### config.mk
export PLATFORM = sky130hd
export DESIGN_NAME = lsu_dccm_dma_arb
export DESIGN_NICKNAME = d
export VERILOG_FILES = /design/src/rtl/lsu_dccm_dma_arb.sv
export SDC_FILE = /design/constraint.sdc
export NUM_CORES = 1
export LEC_CHECK = 0
export ABC_AREA = 1
export CORE_MARGIN = 2
export CORE_UTILIZATION = 29
export CTS_BUF_LIST = sky130_fd_sc_hd__clkbuf_2 sky130_fd_sc_hd__clkbuf_4 sky130_fd_sc_hd__clkbuf_8
export DETAILED_ROUTE_END_ITERATION = 6
export GPL_ROUTABILITY_DRIVEN = 0
export GPL_TIMING_DRIVEN = 0
export PLACE_DENSITY_LB_ADDON = 0.05
export REMOVE_ABC_BUFFERS = 1
export SYNTH_ARGS = -nofsm -noshare
export SYNTH_HDL_FRONTEND = slang
export SYNTH_SLANG_ARGS = --single-unit
export TNS_END_PERCENT = 50
### constraint.sdc
create_clock -name clk -period 2.4 [get_ports clk]
set_input_delay 0.36 -clock clk [delete_from_list [all_inputs] [get_ports clk]]
set_output_delay 0.36 -clock clk [all_outputs]
set_load 0.02 [all_outputs]
### src/rtl/lsu_dccm_dma_arb.sv
// lsu_dccm_dma_arb
// Shares the single DCCM port between the LSU decode-stage request and the DMA
// slave. The LSU wins by default. A saturating starvation counter forces a DMA
// beat through by stalling LSU decode. Granted DMA reads are tracked through a
// fixed-latency pipe so that the read-done pulse and the outstanding count stay
// exact.
module lsu_dccm_dma_arb #(
    parameter int DMA_STARVE_MAX = 8,
    parameter int DMA_RD_LAT     = 3,
    parameter int DMA_MAX_OUTST  = 2
) (
    input  logic       clk,
    input  logic       rst,
    input  logic       lsu_req,
    input  logic       lsu_freeze_dc3,
    input  logic       dma_req,
    input  logic       dma_write,
    output logic       dma_gnt,
    output logic       dma_ready,
    output logic       lsu_stall_dec,
    output logic       dma_rd_done,
    output logic       dma_dccm_req,
    output logic       dma_mem_write,
    output logic [3:0] dma_starve_cnt
);

    localparam logic [3:0] STARVE_MAX = 4'(DMA_STARVE_MAX);
    localparam logic [2:0] MAX_OUTST  = 3'(DMA_MAX_OUTST);

    logic [3:0]            starve_cnt;
    logic [2:0]            outst_cnt;
    logic [DMA_RD_LAT-1:0] rd_pipe;
    logic [DMA_RD_LAT-1:0] rd_pipe_next;
    logic                  force_dma;
    logic                  rd_gnt;

    // Once the DMA has waited its full allowance, it takes the port even from the LSU.
    assign force_dma = (starve_cnt == STARVE_MAX);

    // Only reads consume an outstanding slot, so only reads wait on dma_ready.
    assign dma_ready = (outst_cnt < MAX_OUTST);

    assign dma_gnt = ~rst & dma_req & ~lsu_freeze_dc3 & (dma_write | dma_ready)
                   & (~lsu_req | force_dma);

    assign rd_gnt         = dma_gnt & ~dma_write;
    assign lsu_stall_dec  = dma_gnt & lsu_req;
    assign dma_rd_done    = rd_pipe[DMA_RD_LAT-1];
    assign dma_dccm_req   = dma_gnt | (outst_cnt != 3'd0);
    assign dma_mem_write  = dma_gnt & dma_write;
    assign dma_starve_cnt = starve_cnt;

    // Shift the read pipe by one and insert this cycle's read grant at the bottom.
    // The shift form stays legal even when the pipe is a single bit wide.
    always_comb begin
        rd_pipe_next    = rd_pipe << 1;
        rd_pipe_next[0] = rd_gnt;
    end

    // Read pipe. A freeze does not stall it, so granted reads always complete.
    // A reset discards every read in flight.
    always_ff @(posedge clk) begin
        if (rst) begin
            rd_pipe <= '0;
        end else begin
            rd_pipe <= rd_pipe_next;
        end
    end

    // Starvation counter. It clears on a grant or when no request is present,
    // holds during a freeze, and otherwise counts denied cycles up to the limit.
    always_ff @(posedge clk) begin
        if (rst) begin
            starve_cnt <= '0;
        end else if (dma_gnt || !dma_req) begin
            starve_cnt <= '0;
        end else if (lsu_freeze_dc3) begin
            starve_cnt <= starve_cnt;
        end else if (starve_cnt != STARVE_MAX) begin
            starve_cnt <= starve_cnt + 4'd1;
        end
    end

    // Outstanding read count. A read grant and a completion in the same cycle cancel.
    always_ff @(posedge clk) begin
        if (rst) begin
            outst_cnt <= '0;
        end else begin
            case ({rd_gnt, dma_rd_done})
                2'b10:   outst_cnt <= outst_cnt + 3'd1;
                2'b01:   outst_cnt <= outst_cnt - 3'd1;
                default: outst_cnt <= outst_cnt;
            endcase
        end
    end

endmodule

==> flow_summary.json, run 1 <==
{
  "synth_area_um2": 554.3,
  "seqCellArea_um2": 200.2,
  "arrival_ns": 1.92,
  "most-common-layout-cells": "inv_1 (15), nor2_1 (14), clkdlybuf4s50_1 (12)",
  "ys_seq_area_frac": 0.3612,
  "nNetsFinal": 104,
  "worst_ep_required_time_ns": 2.04,
  "final_hold_viol_count": 0,
  "hpwl_um": 796.2,
  "io_pins": 16,
  "vdd_ir_drop_max_mv": 0.2234,
  "netlist-cell-type-count": 20,
  "r2r-end": "outst_cnt[2]",
  "cts_buffers": 3,
  "dp_slack_ns": -0.09679,
  "timing.fmax_mhz": 439.4,
  "path_class": "in2out",
  "cts_resized": 0,
  "wire_per_inst_um": 8.974,
  "path_cells": "clkdlybuf4s50_1, inv_2, nand2_2, nor2_2, nand3_4, inv_1, clkdlybuf4s50_1",
  "via_count": 471,
  "period_minus_slack_ns": 2.276,
  "worstMarginPinSlew_ns": 0.2342,
  "clkSlewWorstSetupHoldPaths_ns": 0.06,
  "worstReg2RegStart": "dma_starve_cnt[0]",
  "core_um2": 1764,
  "dpl.cell_count": 114,
  "synth_seq_cells": 10,
  "area_growth_syn_to_layout_pct": 38.15,
  "cts_buffer_depth": 2,
  "syn_inst": 74,
  "drt-initial-drc-count": 3,
  "dieArea_um2": 2277,
  "yosysTopAreaCellShare": 0.3612,
  "final_common_cell": "inv_1",
  "maxSlewViolCount": 0,
  "firstDrtPassIters": 3,
  "critPathLaunchType": "primary input",
  "setup_viol": 0,
  "end_kind": "output pin",
  "drive_gt1_frac": 0.1413,
  "max_stage_delay_ns": 0.59,
  "avgSynthCellArea_um2": 7.490,
  "hold_path.startpoint": "rd_pipe[0]",
  "clock_skew_ns": 0.0006118,
  "drc": 0,
  "die_h_um": 47.72,
  "yosysWarnings": 0,
  "crit_top_cell": "clkdlybuf4s50_1",
  "finalSetupTns_ns": 0,
  "crit_path_max_fanout": 6,
  "hold_buffers": 0,
  "ant_nets": 0,
  "multi_input_area_um2": 290.3,
  "period_share": 0.9483,
  "maxCapViolations": 0,
  "antenna_cells": 0,
  "fin_util": 0.4340,
  "totalWireLength_um": 1050,
  "leakage_nw": 0.3811,
  "track_usage": 0.1113,
  "gr-total-overflow": 0,
  "rows": 15,
  "fillers": 199,
  "whs_ns": 0.4011,
  "initial_core_util": 0.3142,
  "clk_latency_ns": 0.27,
  "htreeDepth": 1,
  "grt_pass1_wl_um": 1593,
  "grt_max_degree": 7,
  "synthTopCellsByArea": "dfxtp_1 (36%), inv_1 (10%), nor2_1 (9.5%), ha_1 (6.8%), nand2_1 (6.1%)",
  "cts_tree": "done",
  "via_per_inst": 4.026,
  "portBuffers": 15,
  "reg2reg_depth": 13,
  "root_buffer": "clkbuf_4",
  "r2r_setup_slack_ns": 0.24,
  "cpMaxStageDelayCell": "clkdlybuf4s50_1",
  "cts.sinks": 10,
  "dpl_cell_area_um2": 735.7,
  "grt_pass1_vias": 365,
  "rsz0062_at_grt": "no",
  "powerDensity_nw_per_um2": 437.6,
  "outcome": "finished, final reports clean",
  "whs_path_depth": 2,
  "synth_top_cell_by_area": "dfxtp_1",
  "slew_headroom": 0.8436,
  "final_cells": 117,
  "worstHoldEndpoint": "rd_pipe[1]",
  "grt_antenna_before_repair": 0,
  "setup_slack_ns": 0.1240,
  "post_cts_buffers": 0,
  "die_width_um": 47.72,
  "final_cell_area_um2": 765.7,
  "min_path_type": "reg2reg",
  "power_mw": 0.3351
}
==> layer usage <==
metal  vias up  share of wire  track usage
li1        264              -            -
met1       188           0.52       0.1553
met2        14           0.36       0.1147
met3         5          0.076      0.04906
met4         0          0.045       0.1135
met5         -              0            0
==> final cells by class <==
type,instances,area share
Multi-Input combinational cell,47,0.3791
Sequential cell,10,0.2614
Timing Repair Buffer,15,0.2059
Inverter,17,0.08333
Tap cell,25,0.04085
Clock buffer,3,0.02941
==> registers in the layout, summed over array words and instances, names as in the netlist <==
signal          flops
rd_pipe             3
dma_starve_cnt      4
outst_cnt           3
==> worst max path at each step <==
stage	depth (start not counted)	startpoint	slack, ns	end
3_3_place_gp	13	rst	-0.04	outst_cnt[2]
3_5_place_dp	13	rst	-0.1	outst_cnt[2]
2_1_floorplan	13	dma_starve_cnt[0]	0.30	outst_cnt[2]
6_report	7	rst	0.12	dma_gnt
5_1_grt	7	dma_starve_cnt[0]	0.01	dma_gnt
4_1_cts	7	rst	0.05	dma_mem_write
==> worst max-delay path, delay by kind of cell <==
kind / cells / cell delay, ns
buffers and inverters: 4 / 1.23
AND/OR/NAND/NOR: 3 / 0.32
==> report_power, final <==
group | total [mW] | switching, mW | internal (mW)
clock network | 0.118 | 0.0595 | 0.0581
registers | 0.171 | 0.00283 | 0.168
logic | 0.0461 | 0.0241 | 0.0220
total | 0.335 | 0.0865 | 0.249
==> cells in the mapped netlist <==
library cell / count
inv_2: 2
fa_1: 1
nand3_1: 3
o21ai_2: 1
nand3b_1: 1
inv_1: 15
a21oi_1: 2
nand3_2: 1
nand4_1: 2
nor2_1: 14
xor2_1: 1
nand2_2: 2
nand2_1: 9
dfxtp_1: 10
ha_1: 3
nor2_4: 1
nor2_2: 1
nand3_4: 1
nand2_4: 1
o21ai_0: 3
==> logic make-up after synthesis <==
family	synth area share
adder cells (fa/ha/maj)	0.1038
flip-flops	0.3612
AND/OR/NAND/NOR	0.3431
XOR/XNOR	0.01580
buffers and inverters	0.1151
AO/OA/AOI/OAI	0.06094
Power figures use the tool's default switching activity.
==> run 2: changes to the inputs <==
--- a/config.mk
+++ b/config.mk
@@ -6,7 +6,6 @@
 export NUM_CORES = 1
 export LEC_CHECK = 0
 export ABC_AREA = 1
-export CORE_MARGIN = 2
 export CORE_UTILIZATION = 29
 export CTS_BUF_LIST = sky130_fd_sc_hd__clkbuf_2 sky130_fd_sc_hd__clkbuf_4 sky130_fd_sc_hd__clkbuf_8
 export DETAILED_ROUTE_END_ITERATION = 6
==> flow_summary.json, run 2 (synthesis gave the netlist of run 1 again) <==
{
  "outcome": "finished, final reports clean",
  "crit_path_max_fanout": 6,
  "path_class": "in2out",
  "period_share": 0.9465,
  "arrival_ns": 1.91,
  "clkSlewWorstSetupHoldPaths_ns": 0.06,
  "timing.fmax_mhz": 440.2,
  "via_per_inst": 4.085,
  "leakage_nw": 0.3811,
  "reg2reg_depth": 13,
  "final_cells": 117,
  "fin_util": 0.4340,
  "multi_input_area_um2": 290.3,
  "vdd_ir_drop_max_mv": 0.3571,
  "totalWireLength_um": 1001,
  "largest_register_ff_count": 4,
  "cts.sinks": 10,
  "portBuffers": 15,
  "powerDensity_nw_per_um2": 431.8,
  "core_um2": 1764,
  "worstHoldEndpoint": "rd_pipe[2]",
  "io_pins": 16,
  "hpwl_um": 796.6,
  "drc": 0,
  "die_width_um": 45.72,
  "clock_skew_ns": 0.004153,
  "finalSetupTns_ns": 0,
  "period_minus_slack_ns": 2.272,
  "gr-total-overflow": 0,
  "worstReg2RegStart": "dma_starve_cnt[0]",
  "cts_buffers": 3,
  "htreeDepth": 1,
  "ant_nets": 0,
  "nNetsFinal": 104,
  "drt-initial-drc-count": 5,
  "dieArea_um2": 2090,
  "final_cell_area_um2": 765.7,
  "cts_tree": "done",
  "die_h_um": 45.72,
  "antenna_cells": 0,
  "hold_path.startpoint": "rd_pipe[1]",
  "fillers": 204,
  "min_path_type": "reg2reg",
  "end_kind": "output pin",
  "whs_path_depth": 2,
  "setup_slack_ns": 0.1284,
  "whs_ns": 0.4027,
  "final_common_cell": "inv_1",
  "dp_slack_ns": -0.07777,
  "track_usage": 0.1203,
  "grt_pass1_wl_um": 1704,
  "final_hold_viol_count": 0,
  "rows": 15,
  "rsz0062_at_grt": "no",
  "dpl_cell_area_um2": 735.7,
  "dpl.cell_count": 114,
  "most-common-layout-cells": "inv_1 (15), nor2_1 (14), clkdlybuf4s50_1 (12)",
  "firstDrtPassIters": 4,
  "hold_buffers": 0,
  "setup_viol": 0,
  "cts_buffer_depth": 2,
  "grt_pass1_vias": 415,
  "via_count": 478,
  "maxCapViolations": 0,
  "clk_latency_ns": 0.26,
  "crit_start": "rst",
  "grt_antenna_before_repair": 0,
  "worst_ep_required_time_ns": 2.04,
  "maxSlewViolCount": 0,
  "r2r_setup_slack_ns": 0.27,
  "wire_per_inst_um": 8.556,
  "worstMarginPinSlew_ns": 0.2240,
  "drive_gt1_frac": 0.1413,
  "r2r-end": "outst_cnt[2]",
  "power_mw": 0.3306,
  "grt_max_degree": 7,
  "slew_headroom": 0.8504,
  "critPathLaunchType": "primary input",
  "seqCellArea_um2": 200.2,
  "initial_core_util": 0.3142,
  "root_buffer": "clkbuf_4",
  "area_growth_syn_to_layout_pct": 38.15
}
[run 2: cell counts in the layout (fill, tap and decap cells not counted)]
Identical to the previous run, type by type.
[run 2: power breakdown]
group          switching, mW  internal (mW)
Sequential           0.00280          0.168
Combinational         0.0238         0.0220
Clock                 0.0557         0.0578
Total                 0.0823          0.248
[run 2: per-layer routing]
layer  vias to the layer above  track usage  share of wire
li1                        264            -              -
met1                       202       0.1566           0.52
met2                        10       0.1657           0.41
met3                         2      0.05952          0.057
met4                         0      0.05294          0.010
met5                         -            0              0
[run 2: repair_timing]
item                       in CTS  in global routing
setup endpoints to repair       0                  5
buffers inserted                0                  0
gates resized for setup         0                  3
[run 2: worst max-delay path by stage]
stage          cells after the start  slack [ns]             to
2_1_floorplan                     13        0.30   outst_cnt[2]
3_5_place_dp                      13       -0.08   outst_cnt[2]
4_1_cts                            7        0.06  dma_mem_write
5_1_grt                           13       0.004   outst_cnt[2]
3_3_place_gp                      13       -0.04   outst_cnt[2]
6_report                           7        0.13        dma_gnt
[run 2: final cells by class]
class / count / area share
clock buffer: 3 / 0.02941
sequential: 10 / 0.2614
timing repair buffer: 15 / 0.2059
multi-input combinational: 47 / 0.3791
inverter: 17 / 0.08333
tap: 25 / 0.04085
[run 2: critical path: stages]
cell and delay, ns:
clkdlybuf4s50_1 0.45, inv_2 0.11, nand2_2 0.06, nor2_2 0.12
nand3_4 0.14, inv_1 0.07, clkdlybuf4s50_1 0.59
